**src/rtl/uart_key_pkg.sv**
```systemverilog
// Shared definitions for the keypad-code serial link. The transmitter uses
// them now, and a future oversampling receiver will use them too.
package uart_key_pkg;

    // The state order matches the nibble receiver's encoding.
    typedef enum logic [1:0] {
        IDLE  = 2'd0,
        START = 2'd1,
        DATA  = 2'd2,
        STOP  = 2'd3
    } state_t;

    localparam int   DATA_W    = 4;
    localparam int   KEY_W     = 24;
    localparam logic START_BIT = 1'b0;
    localparam logic STOP_BIT  = 1'b1;

    // Counter width for values 0..n-1. It is never smaller than one bit,
    // so a count of one still gets a real register.
    function automatic int cnt_width(input int n);
        return (n > 1) ? $clog2(n) : 1;
    endfunction

endpackage

```
**src/rtl/uart_bit_timer.sv**
```systemverilog
// Bit-period timer. It counts 0..CLKS_PER_BIT-1 while i_clear is low and
// wraps at the end of each bit. o_bit_tick marks the last clock of a bit.
// o_pre_tick marks the clock before that one. It can only assert when a bit
// lasts two or more clocks.
module uart_bit_timer
    import uart_key_pkg::*;
#(
    parameter int CLKS_PER_BIT = 1
) (
    input  logic clk,
    input  logic rst,
    input  logic i_clear,
    output logic o_bit_tick,
    output logic o_pre_tick
);

    localparam int               CNT_W = cnt_width(CLKS_PER_BIT);
    localparam logic [CNT_W-1:0] LAST  = CNT_W'(CLKS_PER_BIT - 1);
    localparam logic [CNT_W-1:0] PRE   = (CLKS_PER_BIT > 1) ? CNT_W'(CLKS_PER_BIT - 2) : '0;

    logic [CNT_W-1:0] r_cnt;
    logic             w_tick;

    assign w_tick     = (r_cnt == LAST);
    assign o_bit_tick = w_tick;
    assign o_pre_tick = (CLKS_PER_BIT > 1) && (r_cnt == PRE);

    // The count is held at zero while cleared and restarts after every bit.
    always_ff @(posedge clk or posedge rst) begin
        if (rst) begin
            r_cnt <= '0;
        end else if (i_clear || w_tick) begin
            r_cnt <= '0;
        end else begin
            r_cnt <= r_cnt + 1'b1;
        end
    end

endmodule

```
**src/rtl/uart_key_tx.sv**
```systemverilog
// Keypad-code serial transmitter. It takes a word over a valid/ready
// handshake and sends it as NIBBLES frames, most-significant nibble first.
// Each frame is a start bit (0), DATA_W data bits LSB first, and a stop bit
// (1). Frames run back-to-back, and the line idles high.
//
// Handshake: a word transfers on a rising edge where i_valid && o_ready.
// o_ready is high only in IDLE, so inputs are ignored for the whole word.
// The accepted word is copied into a local shift register, so later changes
// on the inputs cannot corrupt it.
module uart_key_tx #(
    parameter int CLKS_PER_BIT = 1,
    parameter int DATA_W       = 4,
    parameter int NIBBLES      = 6
) (
    input  logic                      clk,
    input  logic                      rst,
    input  logic                      i_valid,
    input  logic [DATA_W*NIBBLES-1:0] i_key_code,
    output logic                      o_ready,
    output logic                      o_tx_bit,
    output logic                      o_busy,
    output logic                      o_done
);

    import uart_key_pkg::state_t;
    import uart_key_pkg::IDLE;
    import uart_key_pkg::START;
    import uart_key_pkg::DATA;
    import uart_key_pkg::STOP;
    import uart_key_pkg::START_BIT;
    import uart_key_pkg::STOP_BIT;
    import uart_key_pkg::cnt_width;

    localparam int WORD_W = DATA_W * NIBBLES;
    localparam int TOP    = WORD_W - DATA_W;
    localparam int NIB_W  = cnt_width(NIBBLES);
    localparam int IDX_W  = cnt_width(DATA_W);

    state_t            r_state;
    logic              r_tx_bit;
    logic              r_ready;
    logic              r_busy;
    logic              r_done;
    logic [WORD_W-1:0] r_shreg;
    logic [NIB_W-1:0]  r_nibble_cnt;
    logic [IDX_W-1:0]  r_bit_idx;

    logic              w_bit_tick;
    logic              w_pre_tick;
    logic              w_timer_clear;
    logic              w_last_idx;
    logic              w_last_nibble;
    logic [IDX_W-1:0]  w_next_idx;
    logic              w_next_bit;

    // The timer stays at zero in IDLE, so every bit, including the first
    // start bit after acceptance, lasts exactly CLKS_PER_BIT clocks.
    assign w_timer_clear = (r_state == IDLE);

    uart_bit_timer #(
        .CLKS_PER_BIT (CLKS_PER_BIT)
    ) u_bit_timer (
        .clk        (clk),
        .rst        (rst),
        .i_clear    (w_timer_clear),
        .o_bit_tick (w_bit_tick),
        .o_pre_tick (w_pre_tick)
    );

    assign w_last_idx    = (r_bit_idx == IDX_W'(DATA_W - 1));
    assign w_last_nibble = (r_nibble_cnt == NIB_W'(NIBBLES - 1));
    assign w_next_idx    = r_bit_idx + 1'b1;
    // The current nibble always sits in the top DATA_W bits of the shift register.
    assign w_next_bit    = r_shreg[TOP + int'(w_next_idx)];

    // Framing FSM. Every output is registered. o_done is scheduled one clock
    // early, so it is high during the last clock of the final stop bit.
    always_ff @(posedge clk or posedge rst) begin
        if (rst) begin
            r_state      <= IDLE;
            r_tx_bit     <= STOP_BIT;
            r_ready      <= 1'b1;
            r_busy       <= 1'b0;
            r_done       <= 1'b0;
            r_shreg      <= '0;
            r_nibble_cnt <= '0;
            r_bit_idx    <= '0;
        end else begin
            r_done <= 1'b0;
            case (r_state)
                IDLE: begin
                    r_tx_bit <= STOP_BIT;
                    r_ready  <= 1'b1;
                    r_busy   <= 1'b0;
                    if (i_valid && r_ready) begin
                        r_shreg      <= i_key_code;
                        r_nibble_cnt <= '0;
                        r_bit_idx    <= '0;
                        r_state      <= START;
                        r_tx_bit     <= START_BIT;
                        r_ready      <= 1'b0;
                        r_busy       <= 1'b1;
                    end
                end
                START: begin
                    if (w_bit_tick) begin
                        r_state   <= DATA;
                        r_bit_idx <= '0;
                        r_tx_bit  <= r_shreg[TOP];
                    end
                end
                DATA: begin
                    if (w_bit_tick) begin
                        if (w_last_idx) begin
                            r_state  <= STOP;
                            r_tx_bit <= STOP_BIT;
                            // A one-clock stop bit is already the final clock.
                            r_done   <= w_last_nibble && (CLKS_PER_BIT == 1);
                        end else begin
                            r_bit_idx <= w_next_idx;
                            r_tx_bit  <= w_next_bit;
                        end
                    end
                end
                STOP: begin
                    if (w_bit_tick) begin
                        if (!w_last_nibble) begin
                            r_shreg      <= r_shreg << DATA_W;
                            r_nibble_cnt <= r_nibble_cnt + 1'b1;
                            r_state      <= START;
                            r_tx_bit     <= START_BIT;
                        end else begin
                            r_state  <= IDLE;
                            r_tx_bit <= STOP_BIT;
                            r_ready  <= 1'b1;
                            r_busy   <= 1'b0;
                        end
                    end else begin
                        r_done <= w_last_nibble && w_pre_tick;
                    end
                end
                default: begin
                    r_state  <= IDLE;
                    r_tx_bit <= STOP_BIT;
                    r_ready  <= 1'b1;
                    r_busy   <= 1'b0;
                end
            endcase
        end
    end

    assign o_ready  = r_ready;
    assign o_tx_bit = r_tx_bit;
    assign o_busy   = r_busy;
    assign o_done   = r_done;

endmodule

```
**config.mk**
```make
export PLATFORM = sky130hd
export DESIGN_NAME = uart_key_tx
export DESIGN_NICKNAME = d
export VERILOG_FILES = /design/src/rtl/uart_key_pkg.sv /design/src/rtl/uart_bit_timer.sv /design/src/rtl/uart_key_tx.sv
export SDC_FILE = /design/constraint.sdc
export NUM_CORES = 1
export LEC_CHECK = 0
export CAP_MARGIN = 20
export CORE_ASPECT_RATIO = 0.8
export CORE_MARGIN = 2
export CORE_UTILIZATION = 50
export CTS_CLUSTER_DIAMETER = 200
export DETAILED_ROUTE_END_ITERATION = 16
export PLACE_DENSITY = 0.76
export SLEW_MARGIN = 20
export SYNTH_ARGS = -nofsm -noshare
export SYNTH_HDL_FRONTEND = slang
export SYNTH_SLANG_ARGS = --single-unit
```
**constraint.sdc**
```tcl
create_clock -name clk -period 1.85 [get_ports clk]
set_input_delay 0.37 -clock clk [delete_from_list [all_inputs] [get_ports clk]]
set_output_delay 0.37 -clock clk [all_outputs]
set_load 0.02 [all_outputs]
```
* After elaboration in Yosys (flattened, before gate mapping)
Index checks and enable logic that the tools add are counted.
** Storage, ports and cells
- Flip-flop bits (word level) :: 36
** Cells by class
- Add/subtract/negate cells :: 4
- $lt $le $gt $ge :: 1
- Equality and inequality tests :: 13
- Mux-type cells :: 41
- Bitwise gates (word level) :: 1
- Reduce and logical (&&, ||, !) cells :: 10
** Operator list (number)
- 24-bit 2-to-1 mux :: 3
- 24-bit one-hot mux with 2 select lines :: 1
- 1-bit 2-to-1 mux :: 18
- 2-bit 2-to-1 mux :: 9
- 2-bit inequality test, second input constant :: 8
- 5-bit AND reduction :: 2
- 3-bit 2-to-1 mux :: 3
- 2-bit one-hot mux with 4 select lines :: 1
- 5-bit by 2-bit adder with 6-bit output, first input constant :: 1
- 2-bit == test, second input constant :: 3
- 6-bit less-than comparator, second input constant :: 1
- 2-bit one-hot mux with 3 select lines :: 1
- 3-bit one-hot mux with 2 select lines :: 1
- 3-bit AND reduction :: 2
- 1-bit binary-select mux with 5-bit select :: 1
- 1-bit one-hot mux with 2 select lines :: 2
- 1-bit one-hot mux with 4 select lines :: 1
- 4-bit AND reduction :: 1
- 3-bit by 1-bit adder with 3-bit output, second input constant :: 1
- 3-bit == test, second input constant :: 1
- 3-bit nonzero test :: 1
- 2-bit by 1-bit adder with 2-bit output, second input constant :: 1
- 2-bit by 1-bit == test with 1-bit output, second input constant :: 1
- 2-bit logical NOT :: 1
- other kinds (5) :: 5

* Longest topological paths before layout
Gate-level depths: netlist (run 1).
- Depth in word-level cells :: 8
- Gate-level depth with buffers :: 8
- Mapped depth without buffers :: 6

* Modules after synthesis
From an unflattened synthesis (run 1), not the netlist that was laid out.
** Second synthesis, totals
- Cells, all modules :: 170
- Area total of the unflattened synthesis :: 1831.8 sq um
** By module, submodules not included
- uart_key_tx :: instances 1, cells an instance 165, area an instance 1788.0 sq um
- uart_bit_timer :: instances 1, cells an instance 5, area an instance 43.8 sq um

* Least setup slack after synthesis (run 1)
No wires, ideal clock.
- Path type :: reg2reg
- From :: register r_state[0]
- To :: register r_bit_idx[0]
- Setup time :: 125 ps
- Arrival :: 1486 ps
- Setup slack :: 239 ps
- Cell stages (with the launch flop) :: 7
- Buffers on the path :: 0
- Period minus slack after synthesis :: 1611 ps
- Path through :: dfrtp_1 > inv_1 > ha_1 > a21oi_1 > nor2_1 > nor3_1 > mux2_2
** Between the ends
- Longest elaborated chain between the ends :: 3
- Elaborated cells on any way between the ends :: 10
- Classes of those cells :: eq/ne (6); mux (1); reduce/logical (3)
** Ends and longest elaborated chain
- from (decl) :: line uart_key_tx.sv:39 : state_t r_state;
- from (signal assigned) :: line uart_key_tx.sv:80 : r_state <= IDLE;
- from (signal assigned) :: line uart_key_tx.sv:99 : r_state <= START;
- from (signal assigned) :: line uart_key_tx.sv:107 : r_state <= DATA;
- 2-bit == test (tied with other cells) :: line uart_key_tx.sv:90 : case (r_state)
- 2-bit inequality test (no source line) or 3-bit nonzero test (tied branches)
- 5-bit AND reduction (no source line)
- to (signal assigned) :: line uart_key_tx.sv:120 : r_bit_idx <= w_next_idx;
- to (decl) :: line uart_key_tx.sv:46 : logic [IDX_W-1:0] r_bit_idx;
Several ways; a longest one is shown, not always the timed one.
A chain may end at the register's enable or synchronous reset.

* Final worst setup path (run 1)
- From :: register r_state[1]
- To :: register r_nibble_cnt[2]
** Between the ends
- Longest elaborated chain between the ends :: 3
- Elaborated cells on any way between the ends :: 8
- Classes of those cells :: eq/ne (4); mux (1); reduce/logical (3)
** Ends and longest elaborated chain
- 2-bit == test or 2-bit logical NOT (tied branches) :: line uart_key_tx.sv:90
- 2-bit inequality test (no source line) or 2-bit nonzero test (tied branches)
- 4-bit AND reduction (no source line)
- to (signal assigned) :: line uart_key_tx.sv:129 : r_nibble_cnt <= r_nibble_cnt + 1'b1;
- to (decl) :: line uart_key_tx.sv:45 : logic [NIB_W-1:0] r_nibble_cnt;
Several ways; a longest one is shown, not always the timed one.

==> implementation parameters, run 1 <==
Parameter                              Value

Status
  Outcome ... finished, final reports clean

STA
  RSZ-0062 raised after global routing ... true
  Count of final setup violators ... 0
  Final Slew Violations ... 0
  Crit share post-route ... 0.968
  Clock tree skew after final layout ... 0.00479 ns
  Peak Freq ... 0.558 GHz
  Final hold violations ... 0
  Sum Neg Setup Slack ... 0 ns
  Worst hold slack ... 0.397 ns
  Final worst path period need ... 1.79 ns

Worst setup path
  Slowest stage delay, CP ... 0.39 ns
  Critical Path Stages ... 6
  Kind of launch point of the worst setup path ... flip-flop
  Cell type group with the largest total delay on the critical path ... compound AO/OA/AOI/OAI gates
  Largest fanout on the critical path ... 23
  Cells along the critical path ... ha_1 > a21bo_2 > o21ai_4 > and2_1 > buf_12 > a31o_1
  Buffers and inverters on the worst path ... 1
  Library cell contributing the largest single delay on the critical path ... sky130_fd_sc_hd__dfrtp_1
  Data required time at the worst endpoint ... 2.07 ns
  Crit path kind ... flip-flop to flip-flop
  Arr. time, crit path ... 2.01 ns
  Crit end category ... flip-flop
  Register-to-Register Path Depth ... 6

Die
  Area of the core region ... 3750 sq um
  Standard-cell row count ... 20
  Floorplan die width ... 73.6 um
  Die footprint ... 4390 sq um
  Boundary pin count ... 31
  Vertical die dimension ... 59.7 um
  Starting Density ... 0.516

CTS
  Clock tree buffer depth ... 2
  Worst skew pair latency ... 0.28 ns
  Clock tree from TritonCTS ... done
  Clk Tree Root Cell ... sky130_fd_sc_hd__clkbuf_8
  CTS buffer count ... 5
  Total setup buffers inserted after CTS ... 0
  Clock Sinks ... 36
  CTS H-Tree Depth ... 2
  Clk slew on worst S/H paths ... 0.07 ns

Finish
  Count of antenna diodes in the layout ... 0
  Share of final-layout standard cells stronger than drive strength 1 ... 0.225
  Layout overhead on the synthesized area ... 24.4%
  Share of the core filled with cells in the final layout ... 0.642
  Post-layout net count ... 248
  Number of non-filler instances in the completed layout ... 257

Logic synthesis
  Number of flops mapped to enable cells by yosys ... 0
  Synth top cells by count ... sky130_fd_sc_hd__dfrtp_1 (34), sky130_fd_sc_hd__a21oi_1 (23), sky130_fd_sc_hd__mux2i_1 (23)
  Synth cell types ... 40
  Xor and xnor area share after synthesis ... 0
  Synthesized net count ... 210
  Ys flop type ... sky130_fd_sc_hd__dfrtp_1
  Cell accounting for the most synthesized area ... sky130_fd_sc_hd__dfrtp_1
  Instance count of the mapped netlist ... 175
  Flop and latch count out of synthesis ... 36
  Syn Area/Cell ... 11.1 sq um
  Most frequent cell after synthesis ... sky130_fd_sc_hd__dfrtp_1
  Post-synthesis instance area ... 1940 sq um
  Share of synthesized cell area in and, or, nand and nor gates ... 0.0704
  Combinational family with the most area after synthesis ... compound AO/OA/AOI/OAI gates
  Share of synthesized area occupied by flip-flops and latches ... 0.466
  Share of the synthesized area in compound gates (AO/OA/AOI/OAI) ... 0.224
  Post-synthesis mux area share ... 0.130
  Total number of yosys warnings ... 0
  Cell types with the largest area share after synthesis ... sky130_fd_sc_hd__dfrtp_1 (44%), sky130_fd_sc_hd__mux2i_1 (12%), sky130_fd_sc_hd__a21oi_2 (8.6%), sky130_fd_sc_hd__a21oi_1 (5.9%), sky130_fd_sc_hd__ha_1 (5.2%)
  Post-synthesis share of cell area spent on full adders, half adders and majority gates ... 0.0516
  Synth async-reset ratio ... 1.00
  Share of the synthesized area in the top cell type ... 0.439

Power
  Standby leakage power ... 1.00 nW
  Overall Power ... 4.17 mW
  IR drop worst, VDD ... 966 uV
  Pwr/cell area ... 1730 nW/um^2

Detailed routing
  Number of antenna-violating nets in the routed design ... 0
  Count of routing violations after the opening detailed-route iteration ... 67
  Routed length per instance ... 15.4 um
  Final routed wirelength across all metal layers ... 3950 um
  Overall via count from detail_route ... 1429
  DR DRC count ... 0
  First drt pass iteration count ... 4
  Vias per Instance ... 5.56

Placed design
  Estimated wirelength of the detail-placed design ... 2900 um
  Last weighted congestion value of the routability-driven placer ... 0.837
  Count of input and output buffers ... 30
  Total placed cells including tap cells ... 250

Global route
  Total Routing Usage GR ... 0.199
  Initial antenna violation count ... 0
  Wire length of the first global-routing pass ... 6690 um
  Maximum number of pins on one net before global-route repair ... 24
  Via count of the first global-routing pass ... 1480
  Global route overflow ... 0

Run
  Maxcap violations ... 0

Min path
  Worst min-delay path category ... primary input to async pin
==> routing by layer <==
| metal | GRT usage | vias to the layer above | share of wire |
|---|---|---|---|
| li1 | - | 699 | - |
| met1 | 0.260 | 698 | 0.48 |
| met2 | 0.329 | 28 | 0.48 |
| met3 | 0.0607 | 4 | 0.034 |
| met4 | 0.0468 | 0 | 0.0091 |
| met5 | 0 | - | 0 |
==> cells by family (layout without fill, tap and decap cells) <==
group,after synthesis,after routing
compound gates,61,61
flops,36,36
simple gates,27,27
mux,25,25
buf+inv,17,55
fa+ha+maj,8,8
other cells,1,1
==> cell type report <==
| cell class | count | area, sq um |
|---|---|---|
| Sequential cell | 36 | 903 |
| Timing Repair Buffer | 41 | 398 |
| Clock buffer | 7 | 96.3 |
| Multi-Input combinational cell | 122 | 932 |
| Fill cell | 289 | 1340 |
| Tap cell | 44 | 55.1 |
| Inverter | 7 | 26.3 |
==> worst register-to-register path: stages, from the launching register on <==
cell and delay (ns):
sky130_fd_sc_hd__dfrtp_1 0.39, sky130_fd_sc_hd__ha_1 0.30, sky130_fd_sc_hd__a21bo_2 0.29, sky130_fd_sc_hd__o21ai_4 0.18
sky130_fd_sc_hd__and2_1 0.20, sky130_fd_sc_hd__buf_12 0.20, sky130_fd_sc_hd__a31o_1 0.17
==> where the power goes <==
| part | internal, mW | leakage (nW) | switching (mW) | total, mW |
|---|---|---|---|---|
| clock network | 0.331 | 0.0503 | 0.258 | 0.590 |
| registers | 1.16 | 0.425 | 0.223 | 1.38 |
| logic | 1.01 | 0.527 | 1.19 | 2.20 |
==> through the flow <==
stage | setup WS [ns] | area (sq um)
2_1_floorplan | 0.239 | 1940
3_3_place_gp | 0.0631 | 2310
3_5_place_dp | 0.0540 | 2310
4_1_cts | 0.0121 | 2400
5_1_grt | -0.0211 | 2410
6_report | 0.0592 | 2410
==> worst paths after layout <==
path	start	endpoint	slack, ns
min in group clk	o_tx_bit$_DFFE_PP1P_	o_tx_bit$_DFFE_PP1P_	0.48
max	r_state[1]$_DFFE_PP0P_	r_nibble_cnt[2]$_DFFE_PP0P_	0.06
max reg2reg	r_state[1]$_DFFE_PP0P_	r_nibble_cnt[2]$_DFFE_PP0P_	0.06
min	rst	r_state[0]$_DFFE_PP0P_	0.40
max in group asynchronous	rst	r_shreg[4]$_DFFE_PP0P_	0.88
min reg2reg	o_tx_bit$_DFFE_PP1P_	o_tx_bit$_DFFE_PP1P_	0.48
==> state kept, by name (all words and copies together), names as in the netlist <==
name and flops:
r_state 2, o_done 1, o_busy 1, o_tx_bit 1, u_bit_timer.r_cnt 1, r_shreg 24
r_bit_idx 2, o_ready 1, r_nibble_cnt 3
==> layout by cell type (no fill, tap or decap), types with 2 or more instances in the layout <==
cell type                         Yosys  layout
sky130_fd_sc_hd__buf_4                1      10
sky130_fd_sc_hd__nor2b_1              2       2
sky130_fd_sc_hd__clkbuf_8             0       7
sky130_fd_sc_hd__nand3_1              3       3
sky130_fd_sc_hd__nor2_1               4       4
sky130_fd_sc_hd__mux2_2               2       2
sky130_fd_sc_hd__ha_1                 8       8
sky130_fd_sc_hd__a21oi_2             19      19
sky130_fd_sc_hd__a21oi_1             23      23
sky130_fd_sc_hd__clkdlybuf4s50_1      0      29
sky130_fd_sc_hd__inv_1                7       7
sky130_fd_sc_hd__mux2i_1             23      23
sky130_fd_sc_hd__a22o_1               4       4
sky130_fd_sc_hd__nor3_2               1       2
sky130_fd_sc_hd__dfstp_2              2       2
sky130_fd_sc_hd__o21ai_0              3       3
sky130_fd_sc_hd__dfrtp_1             34      34
sky130_fd_sc_hd__nand2_1             10      10
==> timing repair <==
action / in CTS / in global routing
endpoints found under the hold margin: 0 / 0
gates resized for setup: 0 / 2
hold buffers: 0 / 0
endpoints found under the setup margin: 0 / 4
No activity file was read; power rests on OpenSTA's default activity.
==> run 2: changes to the inputs <==
CORE_MARGIN = unset   (was 2)
==> implementation parameters, run 2 (synthesized netlist as in run 1, its figures left out) <==
Parameter                              Value

Status
  Outcome ... finished, final reports clean

STA
  Final worst path period need ... 1.79 ns (+0.000886 ns)
  Final Slew Violations ... 0 (unchanged)
  Final hold violations ... 0 (unchanged)
  Clock tree skew after final layout ... 0.00250 ns (-0.00228 ns)
  Peak Freq ... 0.558 GHz (about the same)
  Max-slew headroom ... 0.641
  Sum Neg Setup Slack ... 0 ns (unchanged)
  RSZ-0062 raised after global routing ... false
  Count of final setup violators ... 0 (unchanged)
  Worst-margin pin slew ... 0.538 ns
  Crit share post-route ... 0.968 (about the same)

Die
  Starting Density ... 0.544 (+0.0272)
  Boundary pin count ... 31 (unchanged)
  Standard-cell row count ... 19 (-5.0%)
  Vertical die dimension ... 57.7 um (-3.4%)
  Area of the core region ... 3570 sq um (-5.0%)
  Die footprint ... 4130 sq um (-6.0%)
  Floorplan die width ... 71.6 um (-2.7%)

Min path
  Worst min-delay path category ... primary input to async pin

Global route
  Wire length of the first global-routing pass ... 6520 um (-2.5%)
  Total Routing Usage GR ... 0.212 (+0.0130)
  Via count of the first global-routing pass ... 1408 (-4.9%)
  Initial antenna violation count ... 0 (unchanged)
  Maximum number of pins on one net before global-route repair ... 26 (+8.3%)
  Global route overflow ... 0 (unchanged)

Finish
  Max reg flops ... 24 (unchanged)
  Most frequent cells in the layout ... sky130_fd_sc_hd__dfrtp_1 (34), sky130_fd_sc_hd__clkdlybuf4s50_1 (29), sky130_fd_sc_hd__a21oi_1 (23), sky130_fd_sc_hd__mux2i_1 (23), sky130_fd_sc_hd__a21oi_2 (19)
  Fill cell total of the finished layout ... 284 (-1.7%)
  Post-layout net count ... 246 (-0.81%)
  Count of antenna diodes in the layout ... 0 (unchanged)
  Share of final-layout standard cells stronger than drive strength 1 ... 0.222 (-0.00365)
  Leading cell type in the layout, fill and taps excluded ... sky130_fd_sc_hd__dfrtp_1
  Largest register by flop count ... r_shreg
  Layout overhead on the synthesized area ... 24.2%
  Largest registers ... r_shreg (24), r_nibble_cnt (3)

Detailed routing
  Count of routing violations after the opening detailed-route iteration ... 67 (unchanged)
  Routed length per instance ... 15.0 um (-2.3%)
  Final routed wirelength across all metal layers ... 3810 um (-3.5%)
  Vias per Instance ... 5.51 (-0.87%)
  DR DRC count ... 0 (unchanged)
  Overall via count from detail_route ... 1400 (-2.0%)
  First drt pass iteration count ... 4 (unchanged)
  Number of antenna-violating nets in the routed design ... 0 (unchanged)

Placed design
  Last weighted congestion value of the routability-driven placer ... 0.807 (-3.6%)
  Count of input and output buffers ... 30 (unchanged)
  Estimated wirelength of the detail-placed design ... 2790 um (-3.6%)

Worst setup path
  Largest fanout on the critical path ... 2 (-91%)
  Arr. time, crit path ... 1.42 ns (-0.59 ns)
  Worst reg-to-reg setup slack ... 0.13 ns (+0.07 ns)
  Kind of launch point of the worst setup path ... flip-flop
  Cells along the critical path ... clkdlybuf4s50_1
  Slowest stage delay, CP ... 0.60 ns (+0.21 ns)
  Cell type group with the largest total delay on the critical path ... buffers and inverters
  Setup crit end ... o_tx_bit
  Library cell contributing the largest single delay on the critical path ... sky130_fd_sc_hd__clkdlybuf4s50_1
  Crit end category ... output pin
  Register-to-Register Path Depth ... 5 (-1)
  Crit path kind ... flip-flop to output pin
  Reg-to-Reg End ... r_bit_idx[0]$_DFFE_PP0P_
  Timing startpoint of the critical path ... o_tx_bit$_DFFE_PP1P_
  Reg-to-reg startpoint ... r_state[0]$_DFFE_PP0P_
  Data required time at the worst endpoint ... 1.48 ns (-0.59 ns)
  Critical Path Stages ... 1 (-5)
  Buffers and inverters on the worst path ... 1 (unchanged)

CTS
  CTS H-Tree Depth ... 2 (unchanged)
  Clock Sinks ... 36 (unchanged)
  Clk Tree Root Cell ... sky130_fd_sc_hd__clkbuf_8
  Clock tree from TritonCTS ... done
  CTS buffer count ... 5 (unchanged)
  Clk slew on worst S/H paths ... 0.07 ns (about the same)
  Clock tree buffer depth ... 2 (unchanged)
  Worst skew pair latency ... 0.30 ns (+0.02 ns)

Power
  IR drop worst, VDD ... 901 uV (-6.7%)
  Overall Power ... 4.15 mW (-0.58%)
  Pwr/cell area ... 1720 nW/um^2 (-0.43%)
  Standby leakage power ... 0.984 nW (-1.8%)

Run
  Maxcap violations ... 0 (unchanged)
[run 2: metrics by stage]
stage	worst slack (ns)	instances	util	instance area [sq um]	hold slack, ns
3_5_place_dp	0.0290	246	0.646	2300	0.489
5_1_grt	0.0183	254	0.675	2410	0.461
6_report	0.0583	254	0.675	2410	0.416
3_3_place_gp	0.0762	246	0.646	2300	0.467
4_1_cts	0.0421	254	0.671	2390	0.420
2_1_floorplan	0.239	175	-	1940	0.466
[run 2: per-layer routing]
| metal | track usage | up-vias | part of all wire |
|---|---|---|---|
| met3 | 0.0470 | 6 | 0.052 |
| li1 | - | 698 | - |
| met2 | 0.321 | 33 | 0.45 |
| met5 | 0 | - | 0 |
| met4 | 0.112 | 0 | 0.019 |
| met1 | 0.290 | 663 | 0.48 |
[run 2: area by class of cell]
cell class	instances	area, sq um	area share
sequential	36	903	0.375
inverter	7	26.3	0.0109
timing repair buffer	39	392	0.163
tap	42	52.6	0.0218
multi-input combinational	122	943	0.392
clock buffer	8	90.1	0.0374
[run 2: how the worst min path moves through the flow]
stage,start,end,depth (start not counted)
after floorplan,r_shreg[0]$_DFFE_PP0P_,r_shreg[0]$_DFFE_PP0P_,1
after global placement,o_tx_bit$_DFFE_PP1P_,o_tx_bit$_DFFE_PP1P_,2
after detailed placement,o_tx_bit$_DFFE_PP1P_,o_tx_bit$_DFFE_PP1P_,2
after CTS,rst,r_bit_idx[0]$_DFFE_PP0P_,2
after global routing,rst,r_bit_idx[1]$_DFFE_PP0P_,2
final,rst,r_bit_idx[0]$_DFFE_PP0P_,2
[run 2: what timing repair did]
action / 4_1_cts / 5_1_grt
gates resized for setup: 1 / 4
endpoints found under the setup margin: 1 / 3
hold buffers: 0 / 0
buffers inserted: 0 / 0
[run 2: worst register-to-register path: cells and delay by family, from the launching register on]
kind,cells,cell delay [ns]
flip-flops,1,0.40
AO/OA/AOI/OAI,1,0.43
multiplexers,1,0.28
buffers and inverters,1,0.16
adder cells (fa/ha/maj),1,0.23
AND/OR/NAND/NOR,1,0.11
[run 2: power by group]
part,total [mW],internal [mW],leakage [nW],switching [mW]
Sequential,1.38,1.16,0.425,0.219
Clock,0.575,0.303,0.0455,0.272
Combinational,2.19,0.999,0.514,1.19
Total,4.15,2.46,0.984,1.68
==> run 3: changes to the inputs <==
CORE_UTILIZATION = 30   (was 50)
PLACE_DENSITY = unset   (was 0.76)
RECOVER_POWER = 25   (was unset)
==> implementation parameters, run 3 (synthesized netlist as in run 1, its figures left out) <==
Parameter                              Value

STA
  Final Slew Violations ... 0 (unchanged)
  RSZ-0062 raised after global routing ... false
  Final worst path period need ... 1.78 ns (-0.00984 ns)
  Crit share post-route ... 0.963 (-0.00532)
  Sum Neg Setup Slack ... 0 ns (unchanged)
  Count of final setup violators ... 0 (unchanged)
  Clock tree skew after final layout ... 0.0103 ns (+0.00780 ns)
  Max-slew headroom ... 0.392 (-0.248)
  Final hold violations ... 0 (unchanged)
  Peak Freq ... 0.561 GHz (+0.55%)
  Worst-margin pin slew ... 0.912 ns (+0.373 ns)

Power
  Switching power summed over all nets ... 1.67 mW (-0.67%)
  Net switching fraction of the power ... 0.397 (-0.00962)
  Pwr/cell area ... 1720 nW/um^2 (-0.12%)
  Cell-internal power ... 2.55 mW (+3.4%)
  Fraction of power consumed by sequential logic ... 0.327 (-0.006)
  Part of the total power dissipated in the clock network ... 0.163 (+0.024)
  Standby leakage power ... 0.993 nW (+0.93%)
  IR drop worst, VDD ... 566 uV (-37%)
  Power share of the combinational group ... 0.510 (-0.019)

Finish
  Largest registers ... r_shreg (24), r_nibble_cnt (3)
  Area taken by multi-input logic gates ... 930 sq um (-1.5%)
  Share of final-layout standard cells stronger than drive strength 1 ... 0.221 (-0.00104)
  Fin area ... 2450 sq um (+1.9%)
  Most frequent cells in the layout ... sky130_fd_sc_hd__dfrtp_1 (34), sky130_fd_sc_hd__clkdlybuf4s50_1 (28), sky130_fd_sc_hd__a21oi_1 (23), sky130_fd_sc_hd__mux2i_1 (23), sky130_fd_sc_hd__a21oi_2 (19)
  Max reg flops ... 24 (unchanged)
  Number of non-filler instances in the completed layout ... 294 (+16%)
  Layout overhead on the synthesized area ... 26.5%
  Largest register by flop count ... r_shreg
  Sequential Area ... 903 sq um (unchanged)
  Fill cell total of the finished layout ... 607 (+110%)
  Count of antenna diodes in the layout ... 0 (unchanged)
  Post-layout net count ... 247 (+0.41%)
  Leading cell type in the layout, fill and taps excluded ... sky130_fd_sc_hd__dfrtp_1

CTS
  Clock tree from TritonCTS ... done
  Clock tree buffer depth ... 2 (unchanged)
  Clk Tree Root Cell ... sky130_fd_sc_hd__clkbuf_8
  Total setup buffers inserted after CTS ... 0 (unchanged)
  Clk slew on worst S/H paths ... 0.07 ns (about the same)
  Worst skew pair latency ... 0.29 ns (about the same)
  Clock Sinks ... 36 (unchanged)
  CTS buffer count ... 5 (unchanged)
  Hold-fix buffers, CTS ... 0 (unchanged)
  CTS H-Tree Depth ... 2 (unchanged)

Worst setup path
  Crit path kind ... flip-flop to output pin
  Data required time at the worst endpoint ... 1.48 ns (about the same)
  Slowest stage delay, CP ... 0.60 ns (about the same)
  Worst reg-to-reg setup slack ... 0.16 ns (+0.03 ns)
  Buffers and inverters on the worst path ... 1 (unchanged)
  Library cell contributing the largest single delay on the critical path ... sky130_fd_sc_hd__clkdlybuf4s50_1
  Largest fanout on the critical path ... 2 (unchanged)
  Crit end category ... output pin
  Arr. time, crit path ... 1.41 ns (about the same)
  Kind of launch point of the worst setup path ... flip-flop
  Register-to-Register Path Depth ... 6 (+1)
  Reg-to-Reg End ... r_state[0]$_DFFE_PP0P_
  Cells along the critical path ... clkdlybuf4s50_1
  Cell type group with the largest total delay on the critical path ... buffers and inverters
  Reg-to-reg startpoint ... r_state[1]$_DFFE_PP0P_

Placed design
  Estimated wirelength of the detail-placed design ... 2790 um (-0.21%)
  Count of input and output buffers ... 30 (unchanged)
  Last weighted congestion value of the routability-driven placer ... 0.806 (about the same)
  Area after detailed placement ... 2360 sq um (+2.4%)
  Total placed cells including tap cells ... 286 (+16%)

Die
  Die footprint ... 6790 sq um (+64%)
  Boundary pin count ... 31 (unchanged)
  Area of the core region ... 6070 sq um (+70%)
  Vertical die dimension ... 73.9 um (+28%)
  Floorplan die width ... 91.9 um (+28%)
  Standard-cell row count ... 25 (+6)
  Starting Density ... 0.319 (-0.224)

Global route
  Via count of the first global-routing pass ... 1404 (-0.28%)
  Total Routing Usage GR ... 0.129 (-0.0834)
  Global route overflow ... 0 (unchanged)
  Wire length of the first global-routing pass ... 6640 um (+1.8%)
  Initial antenna violation count ... 0 (unchanged)
  Maximum number of pins on one net before global-route repair ... 37 (+42%)

Status
  Outcome ... finished, final reports clean

Detailed routing
  Count of routing violations after the opening detailed-route iteration ... 48 (-28%)
  Number of antenna-violating nets in the routed design ... 0 (unchanged)
  Vias per Instance ... 4.68 (-15%)
  DR DRC count ... 0 (unchanged)
  First drt pass iteration count ... 4 (unchanged)
  Overall via count from detail_route ... 1376 (-1.7%)
  Final routed wirelength across all metal layers ... 3970 um (+4.2%)
  Routed length per instance ... 13.5 um (-10%)

Min path
  Capture endpoint of the worst hold path ... o_tx_bit$_DFFE_PP1P_
  Critical hold path startpoint ... o_tx_bit$_DFFE_PP1P_
  Worst hold stages ... 2
  Worst min-delay path category ... flip-flop to flip-flop

Run
  Maxcap violations ... 0 (unchanged)
## run 3: power by group through the flow
stage	combinational, mW	clock, mW	sequential [mW]
finish	2.15	0.686	1.38
global route	2.38	0.743	1.43
CTS	2.18	0.709	1.38
detailed placement	2.18	0	1.39
global placement	2.16	0	1.39
floorplan	1.74	0	1.37
## run 3: layout make-up
type,instances,area share
clock inverter,2,0.0143
tap,81,0.0413
sequential,36,0.368
timing repair buffer,40,0.157
inverter,7,0.0107
clock buffer,6,0.0296
multi-input combinational,122,0.379
## run 3: how the worst max path moves through the flow
stage / end / cells past startpoint / slack (ns) / startpoint
floorplan: r_bit_idx[0]$_DFFE_PP0P_ / 6 / 0.24 / r_state[0]$_DFFE_PP0P_
global placement: r_bit_idx[0]$_DFFE_PP0P_ / 4 / 0.03 / i_valid
detailed placement: r_bit_idx[0]$_DFFE_PP0P_ / 4 / 0.06 / i_valid
CTS: o_tx_bit / 1 / 0.05 / o_tx_bit$_DFFE_PP1P_
global route: r_state[0]$_DFFE_PP0P_ / 6 / 0.01 / r_state[0]$_DFFE_PP0P_
finish: o_tx_bit / 1 / 0.07 / o_tx_bit$_DFFE_PP1P_
## run 3: worst reg2reg max path, delay by kind of cell (launching register included)
kind                     cells  cell delay (ns)
buffers and inverters        1             0.10
adder cells (fa/ha/maj)      1             0.22
AND/OR/NAND/NOR              2             0.47
AO/OA/AOI/OAI                2             0.37
flip-flops                   1             0.40
## run 3: metal layers
layer	share of wire	track usage	vias up
met5	0	0	-
met4	0.013	0.0521	0
met3	0.043	0.0362	6
met2	0.43	0.195	24
met1	0.51	0.175	649
li1	-	-	697
## run 3: timing repair
item / in CTS / in global routing
hold endpoints to repair: 0 / 0
pin swaps: 0 / 0
gates resized for setup: 1 / 1
endpoints found under the setup margin: 1 / 1
## run 3: through the flow
| stage | power [mW] | worst slack, ns | hold slack, ns | util |
|---|---|---|---|---|
| 2_1_floorplan | 3.10 | 0.239 | 0.466 | - |
| 3_3_place_gp | 3.55 | 0.0323 | 0.467 | 0.389 |
| 3_5_place_dp | 3.57 | 0.0574 | 0.475 | 0.389 |
| 4_1_cts | 4.27 | 0.0460 | 0.439 | 0.406 |
| 5_1_grt | 4.56 | 0.0101 | 0.531 | 0.404 |
| 6_report | 4.22 | 0.0681 | 0.483 | 0.404 |
